## src/rtl/jtag_dmi_bridge_if.sv

```systemverilog
// rtl/jtag_dmi_bridge_if.sv - JTAG pin and DMI request/response bundle for jtag_dmi_bridge
// master is the bridge side; slave is the pad/debug-module side.
interface jtag_dmi_bridge_if #(
    parameter int unsigned DMI_ABITS = 7
);
    logic                 jtag_tck_i;
    logic                 jtag_tms_i;
    logic                 jtag_tdi_i;
    logic                 jtag_trst_ni;
    logic                 jtag_tdo_o;
    logic                 dmi_req_valid_o;
    logic                 dmi_req_ready_i;
    logic [DMI_ABITS-1:0] dmi_req_addr_o;
    logic [1:0]           dmi_req_op_o;
    logic [31:0]          dmi_req_data_o;
    logic                 dmi_rsp_valid_i;
    logic                 dmi_rsp_ready_o;
    logic [31:0]          dmi_rsp_data_i;
    logic [1:0]           dmi_rsp_resp_i;
    logic                 dmi_rst_no;

    modport master (
        input  jtag_tck_i, jtag_tms_i, jtag_tdi_i, jtag_trst_ni,
        input  dmi_req_ready_i, dmi_rsp_valid_i, dmi_rsp_data_i, dmi_rsp_resp_i,
        output jtag_tdo_o, dmi_req_valid_o, dmi_req_addr_o, dmi_req_op_o,
        output dmi_req_data_o, dmi_rsp_ready_o, dmi_rst_no
    );

    modport slave (
        output jtag_tck_i, jtag_tms_i, jtag_tdi_i, jtag_trst_ni,
        output dmi_req_ready_i, dmi_rsp_valid_i, dmi_rsp_data_i, dmi_rsp_resp_i,
        input  jtag_tdo_o, dmi_req_valid_o, dmi_req_addr_o, dmi_req_op_o,
        input  dmi_req_data_o, dmi_rsp_ready_o, dmi_rst_no
    );
endinterface

```

## src/rtl/jtag_dmi_bridge.sv

```systemverilog
// rtl/jtag_dmi_bridge.sv - oversampled JTAG TAP with RISC-V DTM registers bridged to a DMI port
// Optional JTAG_DMI_BRIDGE_TIMEOUT_EN aborts a DMI response wait after RSP_TIMEOUT cycles.
module jtag_dmi_bridge #(
    parameter int unsigned IR_WIDTH    = 5,
    parameter logic [31:0] IDCODE      = 32'h04F5484D,
    parameter int unsigned DMI_ABITS   = 7,
    parameter int unsigned SYNC_STAGES = 2,
    parameter int unsigned RSP_TIMEOUT = 1024
) (
    input  logic              clock,
    input  logic              reset_i,
    jtag_dmi_bridge_if.master bus
);
    localparam int DR_W  = DMI_ABITS + 34;
    localparam int DR_IW = $clog2(DR_W);
    localparam logic [IR_WIDTH-1:0] IR_IDCODE = IR_WIDTH'(1);
    localparam logic [IR_WIDTH-1:0] IR_DTMCS  = IR_WIDTH'(16);
    localparam logic [IR_WIDTH-1:0] IR_DMI    = IR_WIDTH'(17);

    typedef enum logic [3:0] {
        TLR, RTI, SEL_DR, CAP_DR, SH_DR, EX1_DR, PA_DR, EX2_DR, UPD_DR,
        SEL_IR, CAP_IR, SH_IR, EX1_IR, PA_IR, EX2_IR, UPD_IR
    } tap_e;
    typedef enum logic [1:0] {B_IDLE, B_REQ, B_RSP} bst_e;

    logic [SYNC_STAGES-1:0] r_tck_s, r_tms_s, r_tdi_s, r_trst_s;
    logic                   r_tck_d, r_tdo, r_dmi_rst_n;
    tap_e                   r_tap, w_tap_next;
    bst_e                   r_bst, w_bnext;
    logic [IR_WIDTH-1:0]    r_ir, r_ir_sh;
    logic [DR_W-1:0]        r_dr, w_dr_cap, w_dr_shift;
    logic [DR_IW-1:0]       w_dr_msb;
    logic [DMI_ABITS-1:0]   r_addr;
    logic [31:0]            r_wdata, r_rdata;
    logic [1:0]             r_op, r_dmistat, w_opfield;
    logic w_tck, w_tms, w_tdi, w_trst_n, w_rise, w_fall, w_upd_dr, w_busy;
    logic w_dmi_go, w_accept, w_busy_err, w_hardreset, w_dmireset, w_rsp_done, w_rsp_err, w_timeout;

    assign w_tck    = r_tck_s[SYNC_STAGES-1];
    assign w_tms    = r_tms_s[SYNC_STAGES-1];
    assign w_tdi    = r_tdi_s[SYNC_STAGES-1];
    assign w_trst_n = r_trst_s[SYNC_STAGES-1];
    assign w_rise   = w_tck & ~r_tck_d & w_trst_n;
    assign w_fall   = ~w_tck & r_tck_d;

    always_ff @(posedge clock) begin
        if (reset_i) begin
            r_tck_s  <= '0;
            r_tms_s  <= '0;
            r_tdi_s  <= '0;
            r_trst_s <= '0;
            r_tck_d  <= 1'b0;
        end else begin
            r_tck_s  <= {r_tck_s[SYNC_STAGES-2:0], bus.jtag_tck_i};
            r_tms_s  <= {r_tms_s[SYNC_STAGES-2:0], bus.jtag_tms_i};
            r_tdi_s  <= {r_tdi_s[SYNC_STAGES-2:0], bus.jtag_tdi_i};
            r_trst_s <= {r_trst_s[SYNC_STAGES-2:0], bus.jtag_trst_ni};
            r_tck_d  <= w_tck;
        end
    end

    always_ff @(posedge clock) begin
        if (reset_i) r_tap <= TLR;
        else         r_tap <= w_tap_next;
    end

    always_comb begin
        w_tap_next = r_tap;
        if (!w_trst_n) begin
            w_tap_next = TLR;
        end else if (w_rise) begin
            case (r_tap)
                TLR:    w_tap_next = w_tms ? TLR    : RTI;
                RTI:    w_tap_next = w_tms ? SEL_DR : RTI;
                SEL_DR: w_tap_next = w_tms ? SEL_IR : CAP_DR;
                CAP_DR: w_tap_next = w_tms ? EX1_DR : SH_DR;
                SH_DR:  w_tap_next = w_tms ? EX1_DR : SH_DR;
                EX1_DR: w_tap_next = w_tms ? UPD_DR : PA_DR;
                PA_DR:  w_tap_next = w_tms ? EX2_DR : PA_DR;
                EX2_DR: w_tap_next = w_tms ? UPD_DR : SH_DR;
                UPD_DR: w_tap_next = w_tms ? SEL_DR : RTI;
                SEL_IR: w_tap_next = w_tms ? TLR    : CAP_IR;
                CAP_IR: w_tap_next = w_tms ? EX1_IR : SH_IR;
                SH_IR:  w_tap_next = w_tms ? EX1_IR : SH_IR;
                EX1_IR: w_tap_next = w_tms ? UPD_IR : PA_IR;
                PA_IR:  w_tap_next = w_tms ? EX2_IR : PA_IR;
                EX2_IR: w_tap_next = w_tms ? UPD_IR : SH_IR;
                UPD_IR: w_tap_next = w_tms ? SEL_DR : RTI;
                default: w_tap_next = TLR;
            endcase
        end
    end

    assign w_busy    = (r_bst != B_IDLE);
    assign w_opfield = (r_dmistat != 2'd0) ? r_dmistat : (w_busy ? 2'd3 : 2'd0);

    // One shared DR; the active length only moves the TDI insertion point.
    always_comb begin
        w_dr_cap = '0;
        w_dr_msb = '0;
        if (r_ir == IR_IDCODE) begin
            w_dr_cap = DR_W'(IDCODE);
            w_dr_msb = DR_IW'(31);
        end else if (r_ir == IR_DTMCS) begin
            w_dr_cap = DR_W'({17'd0, 3'd1, r_dmistat, 6'(DMI_ABITS), 4'd1});
            w_dr_msb = DR_IW'(31);
        end else if (r_ir == IR_DMI) begin
            w_dr_cap = {r_addr, r_rdata, w_opfield};
            w_dr_msb = DR_IW'(DR_W - 1);
        end
        w_dr_shift = r_dr >> 1;
        w_dr_shift[w_dr_msb] = w_tdi;
    end

    always_ff @(posedge clock) begin
        if (reset_i) begin
            r_ir    <= IR_IDCODE;
            r_ir_sh <= '0;
            r_dr    <= '0;
            r_tdo   <= 1'b0;
        end else begin
            if (w_rise) begin
                case (r_tap)
                    CAP_IR:  r_ir_sh <= IR_WIDTH'(1);
                    SH_IR:   r_ir_sh <= {w_tdi, r_ir_sh[IR_WIDTH-1:1]};
                    UPD_IR:  r_ir    <= r_ir_sh;
                    CAP_DR:  r_dr    <= w_dr_cap;
                    SH_DR:   r_dr    <= w_dr_shift;
                    default: ;
                endcase
            end
            if (w_fall)
                r_tdo <= (r_tap == SH_IR) ? r_ir_sh[0] : (r_tap == SH_DR) ? r_dr[0] : 1'b0;
            if (!w_trst_n || r_tap == TLR)
                r_ir <= IR_IDCODE;
        end
    end

    assign w_upd_dr    = w_rise && (r_tap == UPD_DR);
    assign w_dmi_go    = w_upd_dr && (r_ir == IR_DMI) && (r_dr[1:0] == 2'd1 || r_dr[1:0] == 2'd2);
    assign w_accept    = w_dmi_go && !w_busy && (r_dmistat == 2'd0);
    assign w_busy_err  = w_dmi_go && w_busy;
    assign w_hardreset = w_upd_dr && (r_ir == IR_DTMCS) && r_dr[17];
    assign w_dmireset  = w_upd_dr && (r_ir == IR_DTMCS) && r_dr[16];
    assign w_rsp_done  = (r_bst == B_RSP) && bus.dmi_rsp_valid_i;
    assign w_rsp_err   = w_rsp_done && (bus.dmi_rsp_resp_i != 2'd0);

`ifdef JTAG_DMI_BRIDGE_TIMEOUT_EN
    localparam int TO_W = $clog2(RSP_TIMEOUT + 1);
    logic [TO_W-1:0] r_to_cnt;
    always_ff @(posedge clock) begin
        if (reset_i || r_bst != B_RSP) r_to_cnt <= '0;
        else                           r_to_cnt <= r_to_cnt + TO_W'(1);
    end
    assign w_timeout = (r_bst == B_RSP) && !bus.dmi_rsp_valid_i &&
                       (r_to_cnt == TO_W'(RSP_TIMEOUT - 1));
`else
    logic w_unused_timeout;
    assign w_unused_timeout = ^RSP_TIMEOUT;
    assign w_timeout        = 1'b0;
`endif

    always_ff @(posedge clock) begin
        if (reset_i) r_bst <= B_IDLE;
        else         r_bst <= w_bnext;
    end

    always_comb begin
        w_bnext = r_bst;
        case (r_bst)
            B_IDLE:  if (w_accept) w_bnext = B_REQ;
            B_REQ:   if (bus.dmi_req_ready_i) w_bnext = B_RSP;
            B_RSP:   if (w_rsp_done || w_timeout) w_bnext = B_IDLE;
            default: w_bnext = B_IDLE;
        endcase
        if (w_hardreset) w_bnext = B_IDLE;
    end

    // A nonzero dmistat is sticky; busy collisions outrank response errors.
    always_ff @(posedge clock) begin
        if (reset_i) begin
            r_addr      <= '0;
            r_wdata     <= '0;
            r_op        <= '0;
            r_rdata     <= '0;
            r_dmistat   <= '0;
            r_dmi_rst_n <= 1'b1;
        end else begin
            if (w_accept) begin
                r_addr  <= r_dr[DR_W-1:34];
                r_wdata <= r_dr[33:2];
                r_op    <= r_dr[1:0];
            end
            if (w_rsp_done) r_rdata <= bus.dmi_rsp_data_i;
            r_dmi_rst_n <= !w_hardreset;
            if (w_hardreset || w_dmireset)  r_dmistat <= 2'd0;
            else if (r_dmistat == 2'd0) begin
                if (w_busy_err)                  r_dmistat <= 2'd3;
                else if (w_rsp_err || w_timeout) r_dmistat <= 2'd2;
            end
        end
    end

    assign bus.jtag_tdo_o      = r_tdo;
    assign bus.dmi_req_valid_o = (r_bst == B_REQ);
    assign bus.dmi_rsp_ready_o = (r_bst == B_RSP);
    assign bus.dmi_req_addr_o  = r_addr;
    assign bus.dmi_req_op_o    = r_op;
    assign bus.dmi_req_data_o  = r_wdata;
    assign bus.dmi_rst_no      = r_dmi_rst_n;
endmodule

```

## src/flat_wrapper.sv

```systemverilog
// flat-port wrapper written by rule: the top's interface ports become plain ports
module jtag_dmi_bridge_flat 
#(
    parameter int unsigned IR_WIDTH    = 5,
    parameter logic [31:0] IDCODE      = 32'h04F5484D,
    parameter int unsigned DMI_ABITS   = 7,
    parameter int unsigned SYNC_STAGES = 2,
    parameter int unsigned RSP_TIMEOUT = 1024
)
  (clock, reset_i, bus_jtag_tck_i, bus_jtag_tms_i, bus_jtag_tdi_i, bus_jtag_trst_ni, bus_dmi_req_ready_i, bus_dmi_rsp_valid_i, bus_dmi_rsp_data_i, bus_dmi_rsp_resp_i, bus_jtag_tdo_o, bus_dmi_req_valid_o, bus_dmi_req_addr_o, bus_dmi_req_op_o, bus_dmi_req_data_o, bus_dmi_rsp_ready_o, bus_dmi_rst_no);
  jtag_dmi_bridge_if #(.DMI_ABITS(DMI_ABITS)) bus_i ();
  input  logic clock;
  input  logic reset_i;
  input wire logic [$bits(bus_i.jtag_tck_i)-1:0] bus_jtag_tck_i;
  input wire logic [$bits(bus_i.jtag_tms_i)-1:0] bus_jtag_tms_i;
  input wire logic [$bits(bus_i.jtag_tdi_i)-1:0] bus_jtag_tdi_i;
  input wire logic [$bits(bus_i.jtag_trst_ni)-1:0] bus_jtag_trst_ni;
  input wire logic [$bits(bus_i.dmi_req_ready_i)-1:0] bus_dmi_req_ready_i;
  input wire logic [$bits(bus_i.dmi_rsp_valid_i)-1:0] bus_dmi_rsp_valid_i;
  input wire logic [$bits(bus_i.dmi_rsp_data_i)-1:0] bus_dmi_rsp_data_i;
  input wire logic [$bits(bus_i.dmi_rsp_resp_i)-1:0] bus_dmi_rsp_resp_i;
  output wire logic [$bits(bus_i.jtag_tdo_o)-1:0] bus_jtag_tdo_o;
  output wire logic [$bits(bus_i.dmi_req_valid_o)-1:0] bus_dmi_req_valid_o;
  output wire logic [$bits(bus_i.dmi_req_addr_o)-1:0] bus_dmi_req_addr_o;
  output wire logic [$bits(bus_i.dmi_req_op_o)-1:0] bus_dmi_req_op_o;
  output wire logic [$bits(bus_i.dmi_req_data_o)-1:0] bus_dmi_req_data_o;
  output wire logic [$bits(bus_i.dmi_rsp_ready_o)-1:0] bus_dmi_rsp_ready_o;
  output wire logic [$bits(bus_i.dmi_rst_no)-1:0] bus_dmi_rst_no;
  assign bus_i.jtag_tck_i = bus_jtag_tck_i;
  assign bus_i.jtag_tms_i = bus_jtag_tms_i;
  assign bus_i.jtag_tdi_i = bus_jtag_tdi_i;
  assign bus_i.jtag_trst_ni = bus_jtag_trst_ni;
  assign bus_i.dmi_req_ready_i = bus_dmi_req_ready_i;
  assign bus_i.dmi_rsp_valid_i = bus_dmi_rsp_valid_i;
  assign bus_i.dmi_rsp_data_i = bus_dmi_rsp_data_i;
  assign bus_i.dmi_rsp_resp_i = bus_dmi_rsp_resp_i;
  assign bus_jtag_tdo_o = bus_i.jtag_tdo_o;
  assign bus_dmi_req_valid_o = bus_i.dmi_req_valid_o;
  assign bus_dmi_req_addr_o = bus_i.dmi_req_addr_o;
  assign bus_dmi_req_op_o = bus_i.dmi_req_op_o;
  assign bus_dmi_req_data_o = bus_i.dmi_req_data_o;
  assign bus_dmi_rsp_ready_o = bus_i.dmi_rsp_ready_o;
  assign bus_dmi_rst_no = bus_i.dmi_rst_no;
  jtag_dmi_bridge #(.IR_WIDTH(IR_WIDTH), .IDCODE(IDCODE), .DMI_ABITS(DMI_ABITS), .SYNC_STAGES(SYNC_STAGES), .RSP_TIMEOUT(RSP_TIMEOUT)) u_core (.clock(clock), .reset_i(reset_i), .bus(bus_i));
endmodule
```

## config.mk

```make
export PLATFORM = sky130hd
export DESIGN_NAME = jtag_dmi_bridge_flat
export DESIGN_NICKNAME = d
export VERILOG_FILES = /design/src/rtl/jtag_dmi_bridge_if.sv /design/src/rtl/jtag_dmi_bridge.sv /design/src/flat_wrapper.sv
export SDC_FILE = /design/constraint.sdc
export NUM_CORES = 1
export LEC_CHECK = 0
export BUFFER_PORTS_ARGS = -buffer_cell sky130_fd_sc_hd__buf_2
export CAP_MARGIN = 20
export CORE_UTILIZATION = 45
export CTS_CLUSTER_SIZE = 16
export DETAILED_ROUTE_END_ITERATION = 8
export PLACE_DENSITY_LB_ADDON = 0.05
export SLEW_MARGIN = 0
export SYNTH_ARGS = -nofsm -noshare
export SYNTH_HDL_FRONTEND = slang
export SYNTH_SLANG_ARGS = --single-unit
export TNS_END_PERCENT = 5
```

## constraint.sdc

```tcl
create_clock -name clock -period 2.85 [get_ports clock]
set_input_delay 0.855 -clock clock [delete_from_list [all_inputs] [get_ports clock]]
set_output_delay 0.855 -clock clock [all_outputs]
set_load 0.05 [all_outputs]
```

==> results.md <==
- The number of failing hold endpoints at the final stage is 0.
- In this run the critical register-to-register path is captured at u_core.r_dmistat[1].
- For this run, the leading register cell type out of synthesis is dfxtp_1.
- Yosys printed 0 warnings.
- Traced cell by cell, the critical path runs through nor2b_1 > buf_2.
- The floorplan step defined a die boundary enclosing 14,100 um2.
- By area the synthesized netlist is led by dfxtp_1 47%, a21oi_1 7.7%, nand2_1 4.9%.
- The final instance area is 7150 um2.
- In this run the tool buffered the top-level ports with 86 buffer cells.
- At the worst endpoint, the required time is 2.00 ns.
- The transition time of the tightest slew-check pin is 0.756 ns.
- The first global-routing pass estimated 25,700 um of wire.
- The quantity of gates resized following cts is 0.
- Across the routed clock network, the largest skew measured is 0.00815 ns.
- Counting instances, the worst hold path has a depth of 1.
- In this run the horizontal extent of the chip is 119 um.
- Compared with the post-synthesis result, the final layout area differs by 16.5%.
- For this block, the routed nets add up to 15,600 um of wire.
- The cell count after synthesis came out at 723.
- Dividing the final minimum period by the clock period gives 76.7%.
- Measured against its own limit, the worst slew margin works out to 49.6%.
- For the finished layout, the period the worst path requires is 2.19 ns.
- Setup violations remaining at the end of the flow were counted as 0.
- The flow ran to the end, and the final reports show no timing, DRC or antenna violations.
- The library cell used most frequently in the layout, excluding fill and tap cells, is dfxtp_1.
- The reg-to-reg startpoint is u_core.r_ir[4].
- Global routing consumed, over all layers together, 23.1% of the routing resources.
- The maximum fanout along the worst path is 5.
- The initial antenna violation count was 0.
- The critical path is of the reg -> out type.
- Power spread over the standard cell area amounts to 570 nW/um2.
- The sequential fraction of the synthesis area is 46.7%.
- Clock-pin slew was measured on the worst setup and hold paths at 0.06 ns.
- Counting flops with a built-in enable in the synthesized netlist gives 0.
- The sort of element at the start of the critical path is a flop.
- For hold timing, the worst endpoint is u_core.r_tdi_s[1].
- The per-cell via count in the routed design is 5.56.
- The number of search-and-repair iterations in the first detailed-routing pass is 5.
- The number of clock sinks is 143.
- The synthesized netlist contains 58 unique library cells.
- In this run the cell area measured after placement is 6620 um2.
- The startpoint of the lowest-slack hold path is u_core.r_tdi_s[0].
- The pin count of the biggest net entering global routing is 71.
- The CTS tree is done.
- The number of max-cap violations is 0.
- The detailed-route via count is 5,379.
- After synthesis, the mean cell area works out to 8.49 um2.
- After global routing the overflow that remains totals 0.
- The total inserted antenna cells is 0.
- After detailed routing, the number of remaining DRC violations is 0.
- The highest ir drop seen on vdd is 358 uV.
- Once detail routing completed, the nets flagged for antenna violations numbered 0.
- Cells fill 53.8% of the core in the end.
- In this run the post-CTS setup repair buffer count came out at 0.
- The path class of the lowest-slack min-delay path is reg -> reg.
- Setup repair after global routing left no endpoint under its margin.
- The number of nets in the synthesized netlist is 765.
- The total number of nets in the final design is 824.
- The layout cell share with drive strength beyond 1 is 20.7%.
- Clock tree synthesis selected as its root buffer the cell clkbuf_16.
- The initial utilization of the core area, before any placement, comes to 46.2%.
- Based on the critical path, the design can be clocked at up to 457 MHz.
- The area share of the largest cell type after synthesis is 46.7%.
- The number of max-slew violations in the final report is 0.
- The setup slack on the worst flop-to-flop path is 0.69 ns.
- The largest stage delay on the critical path is 0.40 ns.
- In this run, CTS created clock tree buffers numbering 17.
- The overall power of the completed layout is 4.07 mW.
- The number of cells on the worst reg-to-reg path is 5.
- The core outline area is 13,300 um2.
- STA classifies the critical path endpoint as an output port.
- The library cell contributing the largest single delay on the critical path is dfxtp_1.
- In this run the static leakage power is 2.67 nW.
- The later pin in the worst-skew pair is clocked with a latency of 0.42 ns.
- Counting flops and latches in the post-synthesis netlist gives 143.
- The buffer levels on the longest clock path is 2.
- The H-tree was split into 4 levels.
- The number of cell rows is 42.
- The share of flip-flops with an asynchronous set or reset is 0%.
- The hold-fix buffer count after cts is 0.
- For the worst setup path, the data arrival time is 1.33 ns.
- The last weighted congestion value of the routability-driven placer is 0.765.
- The netlist area before placement is 6140 um2.
- The via count of the first global-routing pass was 4,909.
- Once detailed placement completed, the half-perimeter wirelength came to 10,200 um.
- The number of ports placed on the die boundary is 87.
- In this run the vertical extent of the chip is 119 um.
- dfxtp_1 takes more of the synthesized area than any other cell.
- In the final routed layout, each cell accounts on average for 16.1 um.
- For the final routed database, the setup TNS stands at 0 ns.
- In this run, the number of DRC markers left after iteration 0 of detailed routing was 346.
- In the layout the commonest cells are 143 x dfxtp_1, 95 x a21oi_1, 85 x buf_2.
cells by family after synthesis:
logic type / Yosys count / synth area share [%]
AO/OA/AOI/OAI: 218 / 22.9
AND/OR/NAND/NOR: 280 / 23.0
buffers and inverters: 74 / 6.20
multiplexers: 6 / 0.999
flip-flops: 143 / 46.7
XOR/XNOR: 2 / 0.286
flip-flops by register name, summed over array words and instances, names as in the netlist:
register / cells
u_core.r_trst_s: 2
u_core.r_dr: 41
u_core.r_bst: 2
u_core.bus.jtag_tdo_o: 1
u_core.r_tck_d: 1
u_core.bus.dmi_req_op_o: 2
u_core.bus.dmi_rst_no: 1
u_core.r_tap: 4
u_core.bus.dmi_req_addr_o: 7
u_core.r_tdi_s: 2
u_core.r_tms_s: 2
u_core.r_dmistat: 2
u_core.r_ir: 5
u_core.r_ir_sh: 5
u_core.bus.dmi_req_data_o: 32
u_core.r_rdata: 32
u_core.r_tck_s: 2
per-layer routing:
metal | wire length, um | track usage [%] | share of wire [%]
met4 | 183 | 8.15 | 1.2
met2 | 6890 | 33.9 | 44
met1 | 7660 | 33.1 | 49
met3 | 811 | 5.07 | 5.2
met5 | 0 | 0 | 0
cells in the mapped netlist, types with 2 or more instances:
master,n
o21a_1,3
buf_1,2
a31oi_1,3
nand4b_1,2
mux2i_1,5
nor2b_1,18
nor4b_1,3
dfxtp_1,143
inv_1,6
nor3b_1,4
a211oi_1,15
o31ai_1,2
nand2b_1,3
or4b_4,2
a211o_1,3
a21oi_1,95
or2_2,2
buf_2,13
buf_6,9
o21ai_0,58
a221oi_1,9
nand3b_1,4
nor3_1,37
and2_1,4
nor2_1,59
a311oi_1,4
clkbuf_1,39
nand3_1,45
nand2_1,80
buf_4,5
nand4_1,3
a221oi_2,15
or3_1,3
area by class of cell:
class | count | area [um2]
fillers | 1281 | 6150
multi-input cells | 506 | 2890
flip-flops and latches | 143 | 2860
repair buffers | 108 | 623
clock buffers | 24 | 492
well taps | 176 | 220
clock inverters | 5 | 33.8
inverters | 6 | 22.5
worst max-delay path by stage:
stage | startpoint | end | slack, ns
4_1_cts | u_core.r_bst[0] | bus_dmi_req_valid_o | 0.64
5_1_grt | u_core.r_tap[3] | u_core.r_dr[16] | 0.50
3_3_place_gp | u_core.r_tap[0] | u_core.r_dr[13] | 0.83
3_5_place_dp | u_core.r_tap[3] | u_core.bus.dmi_req_data_o[20] | 0.75
2_1_floorplan | u_core.r_bst[1] | u_core.r_rdata[10] | 0.81
6_report | u_core.r_bst[1] | bus_dmi_rsp_ready_o | 0.66
stage by stage:
| step | std cells | setup slack (ns) | hold slack (ns) |
|---|---|---|---|
| 2_1_floorplan | 723 | 0.807 | 0.414 |
| 3_3_place_gp | 939 | 0.831 | 0.424 |
| 3_5_place_dp | 939 | 0.752 | 0.429 |
| 4_1_cts | 968 | 0.643 | 0.445 |
| 5_1_grt | 968 | 0.500 | 0.462 |
| 6_report | 968 | 0.663 | 0.441 |
critical path, delay by kind of cell (launching register included):
| kind | cells | cell delay [ns] |
|---|---|---|
| flip-flops | 1 | 0.40 |
| buffers and inverters | 1 | 0.30 |
| AND/OR/NAND/NOR | 1 | 0.22 |
power by group:
part           internal [mW]  switching (mW)
sequential              2.01         0.00426
combinational         0.0331          0.0477
clock                   1.19           0.796
(Power assumes the default switching activity.)
